--- src/rtl/tile_ni_if.sv ---
// Bundles the PE-side packet ports and the router-side byte ports of one tile NI.
interface tile_ni_if #(
    parameter int unsigned PAYLOAD_BYTES = 4
);
    localparam int unsigned PW = 8 * PAYLOAD_BYTES;

    logic          tx_valid;
    logic          tx_ready;
    logic [3:0]    tx_dst_x;
    logic [3:0]    tx_dst_y;
    logic [PW-1:0] tx_payload;
    logic [7:0]    out_byte;
    logic          out_valid;
    logic          out_ready;
    logic [7:0]    in_byte;
    logic          in_valid;
    logic          in_ready;
    logic          rx_valid;
    logic          rx_ready;
    logic [PW-1:0] rx_payload;
    logic [7:0]    rx_src_hdr;
    logic [7:0]    drop_count;

    // NI side
    modport slave (
        input  tx_valid, tx_dst_x, tx_dst_y, tx_payload, out_ready, in_byte, in_valid, rx_ready,
        output tx_ready, out_byte, out_valid, in_ready, rx_valid, rx_payload, rx_src_hdr,
        drop_count
    );

    // PE / router side
    modport master (
        output tx_valid, tx_dst_x, tx_dst_y, tx_payload, out_ready, in_byte, in_valid, rx_ready,
        input  tx_ready, out_byte, out_valid, in_ready, rx_valid, rx_payload, rx_src_hdr,
        drop_count
    );
endinterface

--- src/rtl/tile_ni.sv ---
// Tile network interface: serialises PE packets into header+payload byte frames towards the
// router, and deserialises incoming frames into an ejection FIFO, dropping misrouted ones.
module tile_ni #(
    parameter int unsigned X_COORD       = 0,
    parameter int unsigned Y_COORD       = 0,
    parameter int unsigned PAYLOAD_BYTES = 4,
    parameter int unsigned FIFO_DEPTH    = 4
) (
    input logic    clk,
    input logic    rst,
    tile_ni_if.slave bus
);
    localparam int unsigned PW  = 8 * PAYLOAD_BYTES;
    localparam int unsigned EW  = PW + 8;
    localparam int unsigned AW  = $clog2(FIFO_DEPTH);
    localparam int unsigned ONE = 1;
    localparam int unsigned LRX = PAYLOAD_BYTES - 1;

    localparam logic [0:0] T_IDLE = 1'b0;
    localparam logic [0:0] T_SEND = 1'b1;
    localparam logic [0:0] R_HDR  = 1'b0;
    localparam logic [0:0] R_BODY = 1'b1;

    localparam logic [4:0]    LAST_TX  = PAYLOAD_BYTES[4:0];
    localparam logic [4:0]    LAST_RX  = LRX[4:0];
    localparam logic [4:0]    CNT_ONE  = ONE[4:0];
    localparam logic [7:0]    MY_ADDR  = {X_COORD[3:0], Y_COORD[3:0]};
    localparam logic [AW:0]   DEPTH_C  = FIFO_DEPTH[AW:0];
    localparam logic [AW:0]   OCC_ONE  = ONE[AW:0];
    localparam logic [AW-1:0] PTR_ONE  = ONE[AW-1:0];

    // TX state
    logic [0:0]    tx_state_q, tx_state_d;
    logic [4:0]    tx_cnt_q, tx_cnt_d;
    logic [PW-1:0] tx_shift_q, tx_shift_d;
    logic [7:0]    out_byte_q, out_byte_d;
    logic          out_valid_q, out_valid_d;

    // RX state
    logic [0:0]    rx_state_q, rx_state_d;
    logic [4:0]    rx_cnt_q, rx_cnt_d;
    logic [7:0]    hdr_q, hdr_d;
    logic          match_q, match_d;
    logic [PW-1:0] asm_q, asm_d;
    logic [7:0]    drop_q, drop_d;

    // Ejection FIFO
    logic [EW-1:0] mem_q [FIFO_DEPTH];
    logic [AW-1:0] wr_ptr_q, rd_ptr_q;
    logic [AW:0]   occ_q;

    logic          tx_ready, in_ready, tx_fire, in_fire, push, pop, full;
    logic [PW+7:0] asm_cat;
    logic [EW-1:0] head;

    // Ready signals are forced low while reset is held.
    assign tx_ready = (tx_state_q == T_IDLE) && !rst;
    assign full     = (occ_q == DEPTH_C);
    assign in_ready = !full && !rst;
    assign tx_fire  = bus.tx_valid && tx_ready;
    assign in_fire  = bus.in_valid && in_ready;
    assign asm_cat  = {asm_q, bus.in_byte};
    assign pop      = (occ_q != '0) && bus.rx_ready;
    assign head     = mem_q[rd_ptr_q];

    // TX serialiser: header first, then payload MSB first.
    always_comb begin
        tx_state_d  = tx_state_q;
        tx_cnt_d    = tx_cnt_q;
        tx_shift_d  = tx_shift_q;
        out_byte_d  = out_byte_q;
        out_valid_d = out_valid_q;
        if (tx_state_q == T_IDLE) begin
            if (tx_fire) begin
                tx_shift_d  = bus.tx_payload;
                out_byte_d  = {bus.tx_dst_x, bus.tx_dst_y};
                out_valid_d = 1'b1;
                tx_cnt_d    = '0;
                tx_state_d  = T_SEND;
            end
        end else if (bus.out_ready) begin
            if (tx_cnt_q == LAST_TX) begin
                out_valid_d = 1'b0;
                tx_state_d  = T_IDLE;
            end else begin
                out_byte_d = tx_shift_q[PW-1 -: 8];
                tx_shift_d = tx_shift_q << 8;
                tx_cnt_d   = tx_cnt_q + CNT_ONE;
            end
        end
    end

    // RX deserialiser: latch header, assemble payload, push or drop on the last byte.
    always_comb begin
        rx_state_d = rx_state_q;
        rx_cnt_d   = rx_cnt_q;
        hdr_d      = hdr_q;
        match_d    = match_q;
        asm_d      = asm_q;
        drop_d     = drop_q;
        push       = 1'b0;
        if (in_fire) begin
            if (rx_state_q == R_HDR) begin
                hdr_d      = bus.in_byte;
                match_d    = (bus.in_byte == MY_ADDR);
                rx_cnt_d   = '0;
                rx_state_d = R_BODY;
            end else begin
                asm_d    = asm_cat[PW-1:0];
                rx_cnt_d = rx_cnt_q + CNT_ONE;
                if (rx_cnt_q == LAST_RX) begin
                    rx_state_d = R_HDR;
                    if (match_q) begin
                        push = 1'b1;
                    end else if (drop_q != 8'hFF) begin
                        drop_d = drop_q + 8'd1;
                    end
                end
            end
        end
    end

    // State registers for both FSMs and the FIFO, all cleared on reset.
    always_ff @(posedge clk) begin
        if (rst) begin
            tx_state_q  <= T_IDLE;
            tx_cnt_q    <= '0;
            tx_shift_q  <= '0;
            out_byte_q  <= '0;
            out_valid_q <= 1'b0;
            rx_state_q  <= R_HDR;
            rx_cnt_q    <= '0;
            hdr_q       <= '0;
            match_q     <= 1'b0;
            asm_q       <= '0;
            drop_q      <= '0;
            wr_ptr_q    <= '0;
            rd_ptr_q    <= '0;
            occ_q       <= '0;
            for (int i = 0; i < int'(FIFO_DEPTH); i++) begin
                mem_q[i] <= '0;
            end
        end else begin
            tx_state_q  <= tx_state_d;
            tx_cnt_q    <= tx_cnt_d;
            tx_shift_q  <= tx_shift_d;
            out_byte_q  <= out_byte_d;
            out_valid_q <= out_valid_d;
            rx_state_q  <= rx_state_d;
            rx_cnt_q    <= rx_cnt_d;
            hdr_q       <= hdr_d;
            match_q     <= match_d;
            asm_q       <= asm_d;
            drop_q      <= drop_d;
            if (push) begin
                mem_q[wr_ptr_q] <= {hdr_q, asm_cat[PW-1:0]};
                wr_ptr_q        <= wr_ptr_q + PTR_ONE;
            end
            if (pop) begin
                rd_ptr_q <= rd_ptr_q + PTR_ONE;
            end
            if (push && !pop) begin
                occ_q <= occ_q + OCC_ONE;
            end else if (pop && !push) begin
                occ_q <= occ_q - OCC_ONE;
            end
        end
    end

    assign bus.tx_ready   = tx_ready;
    assign bus.out_byte   = out_byte_q;
    assign bus.out_valid  = out_valid_q;
    assign bus.in_ready   = in_ready;
    assign bus.rx_valid   = (occ_q != '0);
    assign bus.rx_payload = head[PW-1:0];
    assign bus.rx_src_hdr = head[EW-1:PW];
    assign bus.drop_count = drop_q;
endmodule

--- src/flat_wrapper.sv ---
// flat-port wrapper written by rule: the top's interface ports become plain ports
module tile_ni_flat 
#(
    parameter int unsigned X_COORD       = 0,
    parameter int unsigned Y_COORD       = 0,
    parameter int unsigned PAYLOAD_BYTES = 4,
    parameter int unsigned FIFO_DEPTH    = 4
)
  (clk, rst, bus_tx_valid, bus_tx_dst_x, bus_tx_dst_y, bus_tx_payload, bus_out_ready, bus_in_byte, bus_in_valid, bus_rx_ready, bus_tx_ready, bus_out_byte, bus_out_valid, bus_in_ready, bus_rx_valid, bus_rx_payload, bus_rx_src_hdr, bus_drop_count);
  tile_ni_if #(.PAYLOAD_BYTES(PAYLOAD_BYTES)) bus_i ();
  input logic clk;
  input logic rst;
  input wire logic [$bits(bus_i.tx_valid)-1:0] bus_tx_valid;
  input wire logic [$bits(bus_i.tx_dst_x)-1:0] bus_tx_dst_x;
  input wire logic [$bits(bus_i.tx_dst_y)-1:0] bus_tx_dst_y;
  input wire logic [$bits(bus_i.tx_payload)-1:0] bus_tx_payload;
  input wire logic [$bits(bus_i.out_ready)-1:0] bus_out_ready;
  input wire logic [$bits(bus_i.in_byte)-1:0] bus_in_byte;
  input wire logic [$bits(bus_i.in_valid)-1:0] bus_in_valid;
  input wire logic [$bits(bus_i.rx_ready)-1:0] bus_rx_ready;
  output wire logic [$bits(bus_i.tx_ready)-1:0] bus_tx_ready;
  output wire logic [$bits(bus_i.out_byte)-1:0] bus_out_byte;
  output wire logic [$bits(bus_i.out_valid)-1:0] bus_out_valid;
  output wire logic [$bits(bus_i.in_ready)-1:0] bus_in_ready;
  output wire logic [$bits(bus_i.rx_valid)-1:0] bus_rx_valid;
  output wire logic [$bits(bus_i.rx_payload)-1:0] bus_rx_payload;
  output wire logic [$bits(bus_i.rx_src_hdr)-1:0] bus_rx_src_hdr;
  output wire logic [$bits(bus_i.drop_count)-1:0] bus_drop_count;
  assign bus_i.tx_valid = bus_tx_valid;
  assign bus_i.tx_dst_x = bus_tx_dst_x;
  assign bus_i.tx_dst_y = bus_tx_dst_y;
  assign bus_i.tx_payload = bus_tx_payload;
  assign bus_i.out_ready = bus_out_ready;
  assign bus_i.in_byte = bus_in_byte;
  assign bus_i.in_valid = bus_in_valid;
  assign bus_i.rx_ready = bus_rx_ready;
  assign bus_tx_ready = bus_i.tx_ready;
  assign bus_out_byte = bus_i.out_byte;
  assign bus_out_valid = bus_i.out_valid;
  assign bus_in_ready = bus_i.in_ready;
  assign bus_rx_valid = bus_i.rx_valid;
  assign bus_rx_payload = bus_i.rx_payload;
  assign bus_rx_src_hdr = bus_i.rx_src_hdr;
  assign bus_drop_count = bus_i.drop_count;
  tile_ni #(.X_COORD(X_COORD), .Y_COORD(Y_COORD), .PAYLOAD_BYTES(PAYLOAD_BYTES), .FIFO_DEPTH(FIFO_DEPTH)) u_core (.clk(clk), .rst(rst), .bus(bus_i));
endmodule
--- config.mk ---
export PLATFORM = sky130hd
export DESIGN_NAME = tile_ni_flat
export DESIGN_NICKNAME = d
export VERILOG_FILES = /design/src/rtl/tile_ni_if.sv /design/src/rtl/tile_ni.sv /design/src/flat_wrapper.sv
export SDC_FILE = /design/constraint.sdc
export NUM_CORES = 1
export LEC_CHECK = 0
export ABC_CLOCK_PERIOD_IN_PS = 3500
export CAP_MARGIN = 15
export CELL_PAD_IN_SITES_DETAIL_PLACEMENT = 1
export CELL_PAD_IN_SITES_GLOBAL_PLACEMENT = 1
export CORE_ASPECT_RATIO = 1.4
export CORE_MARGIN = 5
export CORE_UTILIZATION = 45
export CTS_CLUSTER_SIZE = 16
export DETAILED_ROUTE_END_ITERATION = 12
export PLACE_DENSITY_LB_ADDON = 0.1
export SETUP_SLACK_MARGIN = 0.1
export SLEW_MARGIN = 20
export SYNTH_ARGS = -nofsm -noshare
export SYNTH_HDL_FRONTEND = slang
export SYNTH_SLANG_ARGS = --single-unit
--- constraint.sdc ---
create_clock -name clk -period 3.5 [get_ports clk]
set_input_delay 0.7 -clock clk [delete_from_list [all_inputs] [get_ports clk]]
set_output_delay 0.7 -clock clk [all_outputs]
set_load 0.05 [all_outputs]
==> results, run 1 <==
- In the finished design, the share of the clock period the worst path needs comes to 93.11%.
- The detail route stage leaves a number of antenna-violating nets equal to 0.
- Setup repair after global routing left no endpoint under its margin.
- The leading cell type by number of instances after synthesis is sky130_fd_sc_hd__and2_1.
- The sum of overflow across all layers after global routing is 0.
- Per report_power, the clock group accounts for 39.5% of the total.
- Along the worst hold path, the cell count comes to 2.
- The post-cts hold buffer count is 0.
- At the end of the flow, the number of nets in the layout was 1030.
- For this design the total switching power over the nets is 1512 µW.
- For this block, the via count after detailed routing is 7123.
- In this run the critical register-to-register path is launched from u_core.rx_cnt_q[0]$_SDFFE_PP0N_.
- Of the post-synthesis cell area, the dominant cell type holds 42.90%.
- STA puts the critical path data required time at 2.80 ns.
- The post-layout total power is 6679 µW.
- Buffers placed on the I/O ports in this run total 113.
- Summing all placed instances gives a cell area of 0.01270 mm².
- The depth of the worst register-to-register path is 10.
- The cell sitting at the root of the clock tree is a sky130_fd_sc_hd__clkbuf_16.
- The critical path is of the reg -> out type.
- The proportion of power drawn by combinational gates is 8.4%.
- The standard cell with the maximum stage delay on the critical path is sky130_fd_sc_hd__clkdlybuf4s50_1.
- Routability-driven placement finished with a final weighted congestion of 0.7623.
- The overall die width is 143.3 µm.
- The post-DP HPWL is 17.88 mm.
- The commonest cells after synthesis are sky130_fd_sc_hd__and2_1, sky130_fd_sc_hd__edfxtp_1, sky130_fd_sc_hd__dfxtp_1, sky130_fd_sc_hd__nand2_1, sky130_fd_sc_hd__nor2_1.
- The total track usage is 20.19%.
- The cell area after layout is 0.01348 mm².
- The number of antenna violations at the first check in global routing came to 0.
- The number of global-route vias before repair is 8162.
- After synthesis, the cell types taking the most area are sky130_fd_sc_hd__edfxtp_1, sky130_fd_sc_hd__dfxtp_1, sky130_fd_sc_hd__and2_1, sky130_fd_sc_hd__mux4_2, sky130_fd_sc_hd__mux2i_1.
- In the routed design, unresolved DRC markers number 0.
- Clock tree synthesis found a total of 263 sinks.
- The clock tree from TritonCTS is done.
- Summed over all cells, the static leakage comes to 0.004675 µW.
- At the pin with the least slew margin, the transition time is 1.143 ns.
- Across all register-to-register paths, the minimum setup slack is 0.77 ns.
- The count of flip-flops with a built-in enable after synthesis is 160.
- The number of nets handed over by synthesis was 928.
- The type of the most critical hold path is reg -> reg.
- The count of unique library cells instantiated by Yosys is 51.
- The wire length per cell is 21.57 µm.
- The post-synthesis instance area is 0.01120 mm².
- The die is 196.7 µm tall.
- Setup violations remaining at the end of the flow were counted as 0.
- The clock-pin transition on the worst setup and hold timing paths is 0.07 ns.
- For the finished layout, the period the worst path requires is 3.259 ns.
- In this run the number of H-tree levels came out at 1.
- The run finished with clean final reports.
- The floorplan step defined a die boundary enclosing 0.02819 mm².
- After technology mapping, the gate count stands at 868.
- The worst relative slew slack is 23.44%.
- During I/O placement, the number of pins put on the boundary was 114.
- The worst hold path terminates at u_core.rx_cnt_q[1]$_SDFFE_PP0N_.
- The kind of cell with the highest combined delay on the critical path is buffers and inverters.
- After floorplanning, the core was sized to cover 0.02459 mm².
- Counting along the longest clock path gives a buffer depth of 3.
- The kind of capture point of the worst setup path is a primary output.
- Counting flops and latches in the post-synthesis netlist gives 263.
- After detailed placement, the design holds a cell count of 1258.
- The first-pass iteration count of the detailed router is 4.
- The first-pass GRT wire length is 44.86 mm.
- VDD sags by at most 0.4818 mV.
- TritonCTS created 25 clock buffers.
- For the worst-skew pair, the clock arrives at the later sink with an insertion delay of 0.52 ns.
- Relative to the synthesized area, the layout overhead comes to 20.37%.
- Setup total negative slack on the finished layout was measured at 0 ns.
- The number of buffers added for setup after CTS is 0.
- The final count of hold timing violations is 0.
- The signal on the critical path passes through buf_12 > mux4_2 > clkdlybuf4s50_1.
- The number of maximum-capacitance constraint violations is 0.
- The Yosys step of the flow raised 0 warnings.
- The share of flip-flops with an asynchronous set or reset after synthesis is 0%.
- Together, buffers and inverters on the worst path number 2.
- The worst setup skew after layout is 0.01245 ns.
- The arrival time of the worst setup path is 2.56 ns.
- The launch instance of the worst min-delay path is u_core.rx_cnt_q[1]$_SDFFE_PP0N_.
- The proportion of power drawn by flip-flops and latches is 52.1%.
- The final wirelength is 28.08 mm.
- The share of the yosys chip area belonging to registers is 61.31%.
- The switching portion of total power is 22.65%.
- Along the worst path, the maximum fanout reaches 40.
- Dividing total power by cell area gives a power density of 495.4 mW/mm².
- The count of fill cells added during filler insertion is 2462.
- The finished layout holds 1302 standard cells, fillers aside.
- For this run, the leading register cell type out of synthesis is sky130_fd_sc_hd__edfxtp_1.
- The internal cell power is 5166 µW.
- The number of resized instances in the post-cts repair step is 0.
- The starting density of the core is 45.55%.
- The largest total area in the synthesized netlist belongs to sky130_fd_sc_hd__edfxtp_1.
- The mean instance size in the synthesized netlist is 12.90 µm².
- On the worst path, the slowest cell contributes a delay of 0.74 ns.
- In this run the core area contains 68 standard-cell rows.
- STA classifies the critical path startpoint as a flip-flop.
- In this run the critical register-to-register path is captured at u_core.occ_q[2]$_SDFFE_PP0P_.
- The post-route netlist has 11.65% of its cells at a drive strength greater than 1.
- Entering global routing, the biggest net connects 75 pins.
- After detailed routing, the number of vias per cell comes to 5.471.
- The total inserted antenna cells is 0.
- For this run, the top clock speed supported by timing is 0.3069 GHz.
- The count of pins over their slew limit is 0.
- For this block, the initial DRC count from the detailed router was 341.
-- final cells by class --
class | instances | area (µm²) | share of cell area (%)
Sequential cell | 263 | 6870 | 50.97
Clock buffer | 38 | 704.4 | 5.226
Tap cell | 315 | 394.1 | 2.924
Multi-Input combinational cell | 541 | 4050 | 30.04
Timing Repair Buffer | 131 | 1351 | 10.02
Clock inverter | 6 | 80.08 | 0.5940
Inverter | 8 | 30.03 | 0.2228
-- per-layer routing --
layer | up-vias | global-route usage (%) | share of wire (%)
met5 | - | 0 | 0
met4 | 0 | 4.361 | 1.8
met3 | 34 | 3.374 | 4.6
met2 | 157 | 39.25 | 56
met1 | 3598 | 22.87 | 38
li1 | 3334 | - | -
-- how the worst max path moves through the flow --
stage | from | to | slack, ns | cells after the start
finish | flip-flop | bus_rx_src_hdr[4] | 0.24 | 3
global route | flip-flop | bus_rx_src_hdr[4] | 0.18 | 3
CTS | flip-flop | bus_rx_src_hdr[4] | 0.19 | 3
detailed placement | bus_in_valid | u_core.occ_q[2]$_SDFFE_PP0P_ | 0.31 | 10
global placement | bus_in_valid | u_core.occ_q[2]$_SDFFE_PP0P_ | 0.40 | 10
floorplan | rst | u_core.occ_q[2]$_SDFFE_PP0P_ | 0.67 | 10
-- worst reg2reg max path, delay by kind of cell, from the launching register on --
kind | cells | cell delay, ns
AOI/OAI and AO/OA | 1 | 0.14
buffers and inverters | 2 | 0.20
DFF | 1 | 0.36
and+or+nand+nor | 3 | 0.90
xor gates and xnor gates | 1 | 0.18
adders and majority gates | 3 | 0.87
-- placed cells by master, fill, tap and decap left out, types with 7 or more instances in the layout --
cell type	instances
sky130_fd_sc_hd__o21ai_0	9
sky130_fd_sc_hd__nor2_1	63
sky130_fd_sc_hd__buf_12	7
sky130_fd_sc_hd__a211oi_1	33
sky130_fd_sc_hd__nand2_1	64
sky130_fd_sc_hd__and2_1	165
sky130_fd_sc_hd__clkdlybuf4s50_1	112
sky130_fd_sc_hd__inv_1	8
sky130_fd_sc_hd__clkbuf_16	25
sky130_fd_sc_hd__buf_4	12
sky130_fd_sc_hd__mux2i_1	42
sky130_fd_sc_hd__a21oi_1	38
sky130_fd_sc_hd__or3_1	7
sky130_fd_sc_hd__clkbuf_1	10
sky130_fd_sc_hd__a22oi_1	8
sky130_fd_sc_hd__xor2_1	7
sky130_fd_sc_hd__edfxtp_1	160
sky130_fd_sc_hd__dfxtp_1	100
sky130_fd_sc_hd__mux4_2	40
sky130_fd_sc_hd__nand3_1	10
-- flip-flops by register name, summed over array words and instances, names as in the netlist, 3 cells and up, named ones only --
register	cells
u_core.mem_q	160
u_core.tx_shift_q	32
u_core.asm_q	24
u_core.bus.drop_count	8
u_core.bus.out_byte	8
u_core.hdr_q	8
u_core.rx_cnt_q	5
u_core.tx_cnt_q	5
u_core.occ_q	3
-- power by group through the flow --
stage / clock, µW / combinational [µW] / sequential (µW)
3_5_place_dp: 0 / 568 / 3550
5_1_grt: 2840 / 605 / 3490
6_report: 2640 / 560 / 3480
2_1_floorplan: 0 / 317 / 3560
4_1_cts: 2700 / 571 / 3480
3_3_place_gp: 0 / 557 / 3530
-- stage by stage --
step / setup slack, ns / hold slack [ns] / utilization [%]
global placement: 0.3956 / 0.4574 / 51.63
CTS: 0.1890 / 0.4754 / 54.82
global route: 0.1767 / 0.4949 / 54.82
detailed placement: 0.3083 / 0.4713 / 51.63
finish: 0.2412 / 0.4785 / 54.82
floorplan: 0.6726 / 0.4440 / -
-- kinds of logic (layout without fill, tap and decap cells) --
family                   after synthesis  in the layout  synth area share (%)
buffers and inverters                 64            183                 2.570
multiplexers                          83             83                 11.90
AO/OA/AOI/OAI                         98             98                 5.620
XOR/XNOR                               9              9                0.7039
flip-flops                           263            263                 61.31
AND/OR/NAND/NOR                      345            345                 17.16
adder cells (fa/ha/maj)                6              6                0.7374
Note: power is estimated with default switching activity, not from simulation.
==> run 2: changes to the inputs <==
==> constraint.sdc (replaced) <==
create_clock -name clk -period 3.5 [get_ports clk]
set_input_delay 0.7 -clock clk [delete_from_list [all_inputs] [get_ports clk]]
set_output_delay 0.7 -clock clk [all_outputs]
set_load 0.1 [all_outputs]
==> run 2 against run 1 <==
Compared with the run above: clock skew decreased by 0.0049 ns; sequential power about the same; hold slack improved by 0.014 ns; critical endpoint is now bus_rx_valid; fmax increased by 8.5%; clock power decreased by 2%; routed wire length increased by 0.13%; largest cell class unchanged; critical path depth decreased by 1; critical path type unchanged; die area unchanged; largest power group unchanged.
==> results, run 2 (same netlist as run 1, synthesis figures left out) <==
- The floorplan row count is 68 (unchanged).
- The count of pins over their slew limit is 0 (unchanged).
- The register with the most flip-flops in the final layout is u_core.mem_q.
- The fraction of final layout cells with drive strength greater than 1 was 16.43% (+4.8 points).
- The critical path starts at u_core.occ_q[1]$_SDFFE_PP0P_.
- The setup total negative slack was 0 ns (unchanged).
- Setup repair after global routing left no endpoint under its margin.
- In this run the critical register-to-register path is captured at u_core.occ_q[2]$_SDFFE_PP0P_.
- The slowest stage of the critical path is the sky130_fd_sc_hd__clkdlybuf4s50_1 cell.
- The first-pass GRT wire length is 43.93 mm (-2.1%).
- The minimum setup slack among reg-to-reg paths was 0.77 ns (about the same).
- The peak supply drop was 0.4001 mV (-17%).
- The arrival time of the worst setup path is 2.30 ns (-0.26 ns).
- The number of antenna violations at the first check in global routing is 0 (unchanged).
- The measured slew at the worst slew-check pin is 1.104 ns (-0.03952 ns).
- The total clock buffers created by CTS is 25 (unchanged).
- The critical path goes through or3_1 > clkdlybuf4s50_1.
- TritonCTS built the clock tree.
- The area of the die is 0.02819 mm² (unchanged).
- The post-DP HPWL is 17.93 mm (+0.28%).
- The vertical extent of the die is 196.7 µm (unchanged).
- The leading cell type in the layout, fill and taps excluded is sky130_fd_sc_hd__and2_1.
- The H-tree level count came to 1 (unchanged).
- The final core area utilization came to 54.26% (-0.56 points).
- The number of resized instances in the post-cts repair step came to 0 (unchanged).
- The power per cell area came to 505.4 mW/mm² (+2.0%).
- The fmax is 0.3329 GHz (+8.5%).
- The flow ran to the end, and the final reports show no timing, DRC or antenna violations.
- The post-route antenna net violation count is 0 (unchanged).
- The final clock period utilization by the worst path is 85.84% (-7.3 points).
- The number of clock sinks came to 263 (unchanged).
- Compared with the post-synthesis result, the final layout area differs by 19.14%.
- The sum of overflow across all layers after global routing was 0 (unchanged).
- The count of buffers from port buffering is 113 (unchanged).
- The largest driver fanout on the critical path is 5 (-88%).
- The tightest min-delay check is of the reg -> reg type.
- The library cells used most frequently in the layout, excluding fill and tap cells, are sky130_fd_sc_hd__and2_1, sky130_fd_sc_hd__edfxtp_1, sky130_fd_sc_hd__dfxtp_1.
- The startpoint identified for the worst hold timing path is u_core.rx_cnt_q[1]$_SDFFE_PP0N_.
- The delay of the slowest critical-path stage is 1.17 ns (+0.43 ns).
- The depth of the worst register-to-register path is 10 (unchanged).
- For hold timing, the worst endpoint is u_core.rx_cnt_q[1]$_SDFFE_PP0N_.
- The number of global-route vias before repair is 8008 (-1.9%).
- The placeable core region was 0.02459 mm² (unchanged).
- The total inserted antenna cells came to 0 (unchanged).
- The clock insertion delay at the later pin of the skew report is 0.51 ns (about the same).
- The number of maximum-capacitance constraint violations is 0 (unchanged).
- The DRC violation count after routing came to 0 (unchanged).
- STA classifies the critical path endpoint as a primary output.
- The overall die width came to 143.3 µm (unchanged).
- STA classifies the critical path startpoint as a flip-flop.
- The worst relative slew slack came to 26.41% (+3.0 points).
- The final wirelength was 28.12 mm (+0.13%).
- The post-cts hold buffer count is 0 (unchanged).
- The leakage power total is 0.004725 µW (+1.1%).
- The clock-pin transition on the worst setup and hold timing paths is 0.06 ns (about the same).
- The cell chosen for the clock root is sky130_fd_sc_hd__clkbuf_16.
- The worst setup path is of the reg -> out kind.
- The depth of the worst hold-timing path was 2 (unchanged).
- The net count of the finished layout was 1028 (-0.19%).
- The setup-violating endpoint count in the final report is 0 (unchanged).
- The clock tree buffer depth is 3 (unchanged).
- The largest registers in the layout are u_core.mem_q x160, u_core.tx_shift_q x32, u_core.asm_q x24.
- The first-iteration detailed-routing DRC count is 319 (-6.5%).
- The total number of vias is 7151 (+0.39%).
- The final weighted congestion of routability-driven global placement is 0.7543 (-1.0%).
- The worst setup skew after layout was 0.007502 ns (-0.004947 ns).
- The first-pass iteration count of the detailed router was 4 (unchanged).
- The total I/O pin count came to 114 (unchanged).
- In this run the critical register-to-register path is launched from u_core.rx_cnt_q[0]$_SDFFE_PP0N_.
- The wire length per cell is 21.61 µm (+0.21%).
- The average via count per standard cell is 5.497 (+0.47%).
- The final count of hold timing violations is 0 (unchanged).
- The flip-flop count of the largest register, all copies and words added came to 160 (unchanged).
- The number of buffers added for setup after CTS is 0 (unchanged).
- The worst endpoint required time is 2.80 ns (about the same).
- The final period demand of the worst path is 3.004 ns (-0.2545 ns).
- The starting density of the core came to 45.55% (unchanged).
- The total track usage is 19.94% (-0.24 points).
- The maximum number of pins on one net before global-route repair is 67 (-11%).
## run 2: worst max-delay path by stage
stage | to | slack [ns]
global route | bus_rx_valid | 0.41
floorplan | bus_in_ready | 0.24
global placement | u_core.occ_q[2]$_SDFFE_PP0P_ | 0.40
CTS | bus_rx_valid | 0.47
finish | bus_rx_valid | 0.50
detailed placement | u_core.occ_q[2]$_SDFFE_PP0P_ | 0.26
## run 2: cell type report
| class | count | area [µm²] |
|---|---|---|
| multi-input cells | 541 | 4050 |
| repair buffers | 129 | 1229 |
| clock inverters | 6 | 57.56 |
| fillers | 2466 | 11250 |
| inverters | 8 | 30.03 |
| flip-flops and latches | 263 | 6870 |
| well taps | 315 | 394.1 |
| clock buffers | 39 | 711.9 |
## run 2: layer usage
metal | up-vias | share of wire [%] | track usage (%)
met5 | - | 0 | 0
met4 | 0 | 2.7 | 6.525
met3 | 44 | 4.0 | 3.010
met2 | 150 | 55 | 38.17
met1 | 3630 | 38 | 22.34
li1 | 3327 | - | -
## run 2: worst max-delay path, delay by kind of cell, from the launching register on
family	cells	cell delay (ns)
AND/OR/NAND/NOR	1	0.18
buffers and inverters	1	1.17
flip-flops	1	0.44
## run 2: per-stage QoR
step	instances	instance area, µm²	worst slack (ns)	total power (µW)	hold slack [ns]
5_1_grt	1301	13340	0.4088	6983	0.5236
6_report	1301	13340	0.4957	6743	0.4923
4_1_cts	1301	13340	0.4716	6811	0.5006
2_1_floorplan	868	11200	0.2415	3986	0.4440
3_5_place_dp	1256	12570	0.2568	4224	0.4858
3_3_place_gp	1256	12570	0.4049	4199	0.4574
## run 2: report_power, final
part           leakage, µW  internal, µW  switching (µW)
clock network     0.000376          1470            1120
logic              0.00192           221             429
registers          0.00243          3410            87.3
total              0.00473          5100            1640
==> run 3: changes to the inputs <==
--- a/config.mk
+++ b/config.mk
@@ -5,17 +5,19 @@
 export SDC_FILE = /design/constraint.sdc
 export NUM_CORES = 1
 export LEC_CHECK = 0
+export ABC_AREA = 1
 export ABC_CLOCK_PERIOD_IN_PS = 3500
 export CAP_MARGIN = 15
 export CELL_PAD_IN_SITES_DETAIL_PLACEMENT = 1
 export CELL_PAD_IN_SITES_GLOBAL_PLACEMENT = 1
 export CORE_ASPECT_RATIO = 1.4
 export CORE_MARGIN = 5
-export CORE_UTILIZATION = 45
+export CORE_UTILIZATION = 44
+export CTS_BUF_LIST = sky130_fd_sc_hd__clkbuf_4 sky130_fd_sc_hd__clkbuf_8 sky130_fd_sc_hd__clkbuf_16
 export CTS_CLUSTER_SIZE = 16
 export DETAILED_ROUTE_END_ITERATION = 12
 export PLACE_DENSITY_LB_ADDON = 0.1
-export SETUP_SLACK_MARGIN = 0.1
+export SETUP_SLACK_MARGIN = 0.2
 export SLEW_MARGIN = 20
 export SYNTH_ARGS = -nofsm -noshare
 export SYNTH_HDL_FRONTEND = slang
==> run 3 against run 2 <==
Compared with the run above: die area rose by 1.2%; clock skew barely moved; cell count rose by 26%; non-clock buffer count rose by 10; clock-buffer cell count fell by 5; critical endpoint is now bus_rx_payload[5].
==> results, run 3 <==
- The flow ran to the end, and the final reports show no timing, DRC or antenna violations.
- The post-DP HPWL is 18.43 mm (+2.8%).
- The count of buffers from port buffering is 113 (unchanged).
- The combinational family with the most area after synthesis is simple AND/OR/NAND/NOR gates.
- The total I/O pin count was 114 (unchanged).
- The sum of overflow across all layers after global routing is 0 (unchanged).
- The average via count per standard cell is 5.323 (-3.2%).
- The fraction of final layout cells with drive strength greater than 1 is 10.53% (-5.9 points).
- The number of synthesis warnings is 0 (unchanged).
- The proportion of power drawn by combinational gates is 38.5% (+29 points).
- The overall die width came to 144.2 µm (+0.60%).
- The number of buffers added for setup after CTS is 0 (unchanged).
- The setup slack after placement is 0.6270 ns (+0.3702 ns).
- The share of the yosys chip area belonging to registers is 61.90% (+0.59 points).
- The first-pass GRT wire length is 48.22 mm (+9.8%).
- The share of power burned in the clock network is 28.6% (-9.9 points).
- The largest individual stage delay along the critical path comes from the cell sky130_fd_sc_hd__dfxtp_1.
- The startpoint identified for the worst hold timing path is u_core.tx_shift_q[1]$_SDFFE_PP0P_.
- The post-layout total power was 10780 µW (+60%).
- The post-route antenna net violation count was 0 (unchanged).
- The simple-gate share of the synthesized area is 19.57% (+2.4 points).
- The net count of the finished layout was 1372 (+33%).
- The DRC violation count after routing is 0 (unchanged).
- The final clock period utilization by the worst path is 88.52% (+2.7 points).
- The vertical extent of the die was 197.9 µm (+0.62%).
- The worst-case hold path end point is u_core.tx_shift_q[1]$_SDFFE_PP0P_.
- The count of unique library cells instantiated by Yosys is 37 (-27%).
- The flip-flop count of the largest register, all copies and words added is 160 (unchanged).
- The number of maximum-capacitance constraint violations came to 0 (unchanged).
- The H-tree level count is 1 (unchanged).
- The number of clock sinks came to 263 (unchanged).
- The count of pins over their slew limit came to 0 (unchanged).
- The leakage power total is 0.005227 µW (+11%).
- The setup total negative slack is 0 ns (unchanged).
- The kind of cell with the highest combined delay on the critical path is flip-flops.
- The clock-pin transition on the worst setup and hold timing paths is 0.06 ns (about the same).
- The starting density of the core is 44.80% (-0.74 points).
- The fraction of the mapped netlist area in adder cells came to 0.7444% (+0.0071 points).
- The internal cell power is 6650 µW (+30%).
- The post-synthesis compound-gate area fraction was 12.01% (+6.4 points).
- The minimum setup slack among reg-to-reg paths is 1.19 ns (+0.42 ns).
- The layout-stage area growth over the synthesis result is 24.96%.
- The post-cts hold buffer count is 0 (unchanged).
- The clock tree buffer depth is 3 (unchanged).
- The depth of the worst register-to-register path came to 13 (+3).
- The area of the die is 0.02853 mm² (+1.2%).
- The measured slew at the worst slew-check pin is 0.9864 ns (-0.1175 ns).
- The worst relative slew slack came to 34.03% (+7.6 points).
- The peak supply drop is 0.6665 mV (+67%).
- The critical path class is reg -> out.
- The synthesized flop and latch total came to 263 (unchanged).
- The maximum number of pins on one net before global-route repair is 49 (-27%).
- The library cells used most frequently in the layout, excluding fill and tap cells, are sky130_fd_sc_hd__nor2_1, sky130_fd_sc_hd__nand2_1, sky130_fd_sc_hd__edfxtp_1.
- Setup repair after global routing left no endpoint under its margin.
- The wire length per cell is 18.15 µm (-16%).
- The final worst-path setup slack came to 0.4017 ns (-0.09406 ns).
- The worst endpoint required time is 2.80 ns (about the same).
- The placeable core region is 0.02476 mm² (+0.69%).
- The switching power total was 4129 µW (+150%).
- The number of buffers and inverters on the critical path is 2 (+1).
- The worst setup path is launched from a flip-flop.
- Traced cell by cell, the critical path runs through buf_4 > o21ai_0 > o22ai_1 > buf_12.
- In the synthesized netlist, the cells that appear most often are sky130_fd_sc_hd__nor2_1, sky130_fd_sc_hd__nand2_1, sky130_fd_sc_hd__edfxtp_1, sky130_fd_sc_hd__o21ai_0, sky130_fd_sc_hd__dfxtp_1.
- The first-pass iteration count of the detailed router is 6 (+2).
- The setup-violating endpoint count in the final report is 0 (unchanged).
- The worst setup skew after layout is 0.007689 ns (+0.0001868 ns).
- The floorplan row count is 68 (unchanged).
- The synthesized netlist cell count came to 1220 (+41%).
- The final weighted congestion of routability-driven global placement came to 0.7333 (-2.8%).
- In this run the worst hold path is classified as reg -> reg.
- The area used by multi-input combinational logic is 0.003657 mm² (-9.7%).
- The share of flip-flops with an asynchronous set or reset after synthesis was 0% (unchanged).
- The worst register-to-register path begins at u_core.rx_cnt_q[0]$_SDFFE_PP0N_.
- The fmax is 0.3228 GHz (-3.0%).
- The switching portion of total power is 38.31% (+14 points).
- The post-synthesis xor/xnor area fraction is 0.5527% (-0.15 points).
- By area the synthesized netlist is led by sky130_fd_sc_hd__edfxtp_1, sky130_fd_sc_hd__dfxtp_1, sky130_fd_sc_hd__nor2_1, sky130_fd_sc_hd__o21ai_0, sky130_fd_sc_hd__nand2_1.
- The destination of the worst register-to-register timing path is u_core.occ_q[2]$_SDFFE_PP0P_.
- The power per cell area came to 777.6 mW/mm² (+54%).
- The count of fill cells added during filler insertion is 2757 (+12%).
- The clock insertion delay at the later pin of the skew report was 0.51 ns (about the same).
- The portion of netlist area occupied by mux cells was 0% (-12 points).
- The final count of hold timing violations came to 0 (unchanged).
- The total track usage came to 21.21% (+1.3 points).
- The delay of the slowest critical-path stage is 0.80 ns (-0.37 ns).
- The kind of capture point of the worst setup path is a primary output.
- More flip-flops sit in one register than any other, and that register is u_core.mem_q.
- The library cell used most frequently in the layout, excluding fill and tap cells, is sky130_fd_sc_hd__nor2_1.
- The total inserted antenna cells came to 0 (unchanged).
- The final period demand of the worst path was 3.098 ns (+0.09406 ns).
- The total clock buffers created by CTS is 25 (unchanged).
- The arrival time of the worst setup path is 2.40 ns (+0.10 ns).
- The final wirelength came to 29.86 mm (+6.2%).
- The mean instance size in the synthesized netlist was 9.093 µm² (-30%).
- The synthesized design spends more area on one cell type than any other, namely sky130_fd_sc_hd__edfxtp_1.
- The number of antenna violations at the first check in global routing is 0 (unchanged).
- The post-synth net total is 1280 (+38%).
- The depth of the worst hold-timing path was 2 (unchanged).
- The leading cell type by number of instances after synthesis is sky130_fd_sc_hd__nor2_1.
- The sequential cell area is 0.006868 mm² (about the same).
- The post-synthesis instance area is 0.01109 mm² (-0.95%).
- The proportion of power drawn by flip-flops and latches is 32.9% (-19 points).
- The number of global-route vias before repair is 9529 (+19%).
- The total number of vias is 8756 (+22%).
- The first-iteration detailed-routing DRC count was 386 (+21%).
- The share of the synthesized area in the top cell type is 43.31% (+0.41 points).
- The clock tree from TritonCTS is done.
- The dominant register cell in the synthesized netlist is sky130_fd_sc_hd__edfxtp_1.
- The count of flip-flops with a built-in enable after synthesis came to 160 (unchanged).
- The largest driver fanout on the critical path is 17 (+12).
- The tree is rooted in a sky130_fd_sc_hd__clkbuf_16.
- The largest registers in the layout are u_core.mem_q x160, u_core.tx_shift_q x32, u_core.asm_q x24.
- The number of resized instances in the post-cts repair step is 0 (unchanged).
-- run 3: area by class of cell --
class,count,share of cell area [%]
Sequential cell,263,49.54
Multi-Input combinational cell,815,26.38
Timing Repair Buffer,139,12.53
Clock buffer,34,5.389
Tap cell,315,2.843
Inverter,68,1.841
Clock inverter,11,1.471
-- run 3: worst reg2reg max path: stages, from the launching register on --
cell	delay, ns
sky130_fd_sc_hd__dfxtp_1	0.37
sky130_fd_sc_hd__ha_1	0.25
sky130_fd_sc_hd__nand4_1	0.18
sky130_fd_sc_hd__nor2_4	0.17
sky130_fd_sc_hd__nand2_4	0.07
sky130_fd_sc_hd__inv_2	0.09
sky130_fd_sc_hd__ha_1	0.15
sky130_fd_sc_hd__inv_1	0.07
sky130_fd_sc_hd__fa_1	0.44
sky130_fd_sc_hd__nor2_1	0.11
sky130_fd_sc_hd__nor2_1	0.05
sky130_fd_sc_hd__nand2_1	0.07
sky130_fd_sc_hd__o21ai_0	0.08
sky130_fd_sc_hd__a21oi_1	0.13
-- run 3: how the worst max path moves through the flow --
| stage | start | end | depth (start not counted) |
|---|---|---|---|
| after floorplan | flip-flop | bus_rx_payload[29] | 4 |
| after global placement | bus_in_valid | u_core.occ_q[2]$_SDFFE_PP0P_ | 13 |
| after detailed placement | rst | u_core.occ_q[2]$_SDFFE_PP0P_ | 14 |
| after CTS | flip-flop | bus_rx_payload[7] | 4 |
| after global routing | flip-flop | bus_rx_payload[7] | 4 |
| final | flip-flop | bus_rx_payload[5] | 4 |
-- run 3: logic make-up after synthesis --
| logic type | Yosys count |
|---|---|
| AO/OA/AOI/OAI | 253 |
| XOR/XNOR | 7 |
| adder cells (fa/ha/maj) | 6 |
| buffers and inverters | 142 |
| flip-flops | 263 |
| AND/OR/NAND/NOR | 549 |
-- run 3: per-stage QoR --
stage	cell area, µm²	instances	util (%)	hold WS [ns]
floorplan	11090	1220	-	0.4392
finish	13860	1645	55.99	0.4629
CTS	13860	1645	55.99	0.4657
detailed placement	12910	1600	52.15	0.4572
global placement	12910	1600	52.15	0.4504
global route	13860	1645	55.99	0.4912
-- run 3: power by group through the flow --
stage	combinational [µW]	clock (µW)	sequential, µW
2_1_floorplan	2610	0	3640
3_3_place_gp	4160	0	3600
3_5_place_dp	4190	0	3610
4_1_cts	4200	3140	3550
5_1_grt	4360	3270	3560
6_report	4150	3080	3540
-- run 3: routing by layer --
metal / global-route usage [%] / vias to the layer above / wire length (µm)
met5: 0 / - / 0
met4: 5.980 / 0 / 764
met3: 3.286 / 41 / 1072
met2: 41.82 / 146 / 16630
met1: 22.92 / 4330 / 11390
li1: - / 4239 / -
==> RTL edit: new RTL, config.mk and constraints of run 1 <==
`FIFO_DEPTH` is set to 4 in 2 places; all go to 2.
--- a/src/rtl/tile_ni.sv
+++ b/src/rtl/tile_ni.sv
@@ -5,5 +5,5 @@
     parameter int unsigned Y_COORD       = 0,
     parameter int unsigned PAYLOAD_BYTES = 4,
-    parameter int unsigned FIFO_DEPTH    = 4
+    parameter int unsigned FIFO_DEPTH    = 2
 ) (
     input logic    clk,
--- a/src/flat_wrapper.sv
+++ b/src/flat_wrapper.sv
@@ -5,5 +5,5 @@
     parameter int unsigned Y_COORD       = 0,
     parameter int unsigned PAYLOAD_BYTES = 4,
-    parameter int unsigned FIFO_DEPTH    = 4
+    parameter int unsigned FIFO_DEPTH    = 2
 )
   (clk, rst, bus_tx_valid, bus_tx_dst_x, bus_tx_dst_y, bus_tx_payload, bus_out_ready, bus_in_byte, bus_in_valid, bus_rx_ready, bus_tx_ready, bus_out_byte, bus_out_valid, bus_in_ready, bus_rx_valid, bus_rx_payload, bus_rx_src_hdr, bus_drop_count);
Formal check against the unedited RTL: no difference found for any inputs over 4 cycles, from zero or initial values and one cycle with rst high; that may be too few to reach the edited logic, so the function may still have changed.
==> RTL edit against run 1 <==
Power down 29%; worst setup slack improved by 0.12 ns; core utilization grew 2.5 points; sequential cell count decreased by 84; final cell count decreased by 24%; via count is 24% lower; area after synthesis fell by 33%; global-route usage down 0.96 points; wire length is 35% lower; cell area down 29%; clock power shrank 23%; critical path type unchanged; largest cell class unchanged; highest routed layer unchanged.
==> RTL edit: results <==
export IMPL_outcome="completed"
export IMPL_peakVddDrop_uv=305
export IMPL_syn_to_final_growth_pct=26.0
export IMPL_pin_count_of_the_biggest_net_entering_global_routing=65
export IMPL_wl_per_cell_microns=18.4
export IMPL_synth_cells_most_frequent="sky130_fd_sc_hd__dfxtp_1, sky130_fd_sc_hd__and2_1, sky130_fd_sc_hd__edfxtp_1"
export IMPL_asyncSetResetFlopFracSynth_pct=0
export IMPL_overall_routing_resource_usage_pct=19.2
export IMPL_grt_pass1_vias=5983
export IMPL_netSwitchingPower_mw=1.18
export IMPL_hpwlAfterDp_microns=12400
export IMPL_drtPass1Iterations=4
export IMPL_clock_skew_final_ns=0.00995
export IMPL_cts_buffers_inserted=17
export IMPL_clock_tree_htree_level_count=4
export IMPL_clock_latency_ns=0.43
export IMPL_routed_via_count=5408
export IMPL_cts_root_buf="sky130_fd_sc_hd__clkbuf_16"
export IMPL_synth_fp_nets=738
export IMPL_biggestRegsByFlops="u_core.mem_q x80, u_core.tx_shift_q x32, u_core.asm_q x24"
export IMPL_antenna_cells_inserted=0
export IMPL_grt_pass1_wl_microns=29900
export IMPL_synth_flop_cell="sky130_fd_sc_hd__dfxtp_1"
export IMPL_drive_gt1_share_pct=12.4
export IMPL_finalNetCount=838
export IMPL_yosysWarnings=0
export IMPL_port_buffer_count=113
export IMPL_min_delay_path_class="reg2reg"
export IMPL_leakagePower_nw=3.48
export IMPL_buffer_levels_on_the_longest_clock_path=2
export IMPL_cts_hold_fix_buffers=0
export IMPL_critical_path_arrival_ns=2.44
export IMPL_worstPathMaxFanout=25
export IMPL_synth_enable_flop_cells=80
export IMPL_synth_yosys_seq_area_share_pct=58.0
export IMPL_routabilityCongestion=0.779
export IMPL_placed_area_sq_um=8890
export IMPL_max_slew_margin_rel_pct=27.5
export IMPL_path_clk_slew_ns=0.07
export IMPL_timing_final_setup_violations=0
export IMPL_netlist_cell_type_count=45
export IMPL_ys_top_cells_by_area="sky130_fd_sc_hd__edfxtp_1, sky130_fd_sc_hd__dfxtp_1, sky130_fd_sc_hd__and2_1"
export IMPL_fillCellCount=1737
export IMPL_post_cts_setup_buffer_count=0
export IMPL_antenna_found_initial=0
export IMPL_drt_iter0_drc=258
export IMPL_cts_repair_resized=0
## RTL edit: cell count changes in the layout (fill, tap and decap cells not counted), sizes merged, moves of 3 or more
cell,change
or3,-3
nand2,-5
nor3,+4
a21oi,-5
inv,+3
mux4,-40
dfxtp,-4
nor3b,-4
and2,-82
clkbuf,-21
mux2,+41
nor2b,+3
buf,-6
edfxtp,-80
## RTL edit: worst max-delay path, stage by stage (launching register included)
cell                              delay (ns)
sky130_fd_sc_hd__dfxtp_2                0.65
sky130_fd_sc_hd__buf_12                 0.25
sky130_fd_sc_hd__mux2_2                 0.38
sky130_fd_sc_hd__clkdlybuf4s50_1        0.71
## RTL edit: kinds of logic after synthesis
group                    synth area share [%]
buffers and inverters                    2.63
multiplexers                             12.0
AO/OA/AOI/OAI                            8.38
flip-flops                               58.0
adder cells (fa/ha/maj)                 0.828
XOR/XNOR                                0.696
AND/OR/NAND/NOR                          17.5
## RTL edit: area by class of cell
class                   instances  area, sq um  share of cell area, %
flip-flops and latches        179         4390                   46.1
multi-input cells             450         2990                   31.4
repair buffers                125         1240                   13.1
clock buffers                  17          425                   4.47
well taps                     203          254                   2.67
clock inverters                15          200                   2.10
inverters                       6         22.5                  0.237
## RTL edit: power groups by stage
stage / Clock (mW) / Combinational [mW] / Sequential [mW]
2_1_floorplan: 0 / 0.247 / 2.36
3_3_place_gp: 0 / 0.439 / 2.34
3_5_place_dp: 0 / 0.452 / 2.34
4_1_cts: 2.06 / 0.455 / 2.30
5_1_grt: 2.15 / 0.482 / 2.30
6_report: 2.03 / 0.447 / 2.29
## RTL edit: path summary, 6_finish.rpt
kind                                                            to  slack (ns)  cells after the start                              start
worst max register to register  u_core.tx_shift_q[24]$_SDFFE_PP0P_        1.02                      6       u_core.tx_state_q$_SDFF_PP0_
worst min register to register   u_core.bus.out_valid$_SDFFE_PP0P_        0.47                      2  u_core.bus.out_valid$_SDFFE_PP0P_
worst max-delay path                            bus_rx_payload[22]        0.36                      3                               flop
worst min-delay path             u_core.bus.out_valid$_SDFFE_PP0P_        0.47                      2  u_core.bus.out_valid$_SDFFE_PP0P_
## RTL edit: layer usage
metal | global-route usage [%] | part of all wire [%] | vias up
met4 | 5.47 | 1.7 | 0
met3 | 4.99 | 3.8 | 25
met5 | 0 | 0 | -
li1 | - | - | 2602
met2 | 36.9 | 55 | 110
met1 | 20.6 | 39 | 2671
## RTL edit: through the flow
step | instances | utilization [%] | setup WS [ns] | hold WS [ns]
after CTS | 995 | 57.3 | 0.310 | 0.470
after floorplan | 679 | - | 0.848 | 0.440
final | 995 | 57.3 | 0.356 | 0.465
after detailed placement | 963 | 53.6 | 0.407 | 0.461
after global routing | 995 | 57.3 | 0.278 | 0.489
after global placement | 963 | 53.6 | 0.604 | 0.453
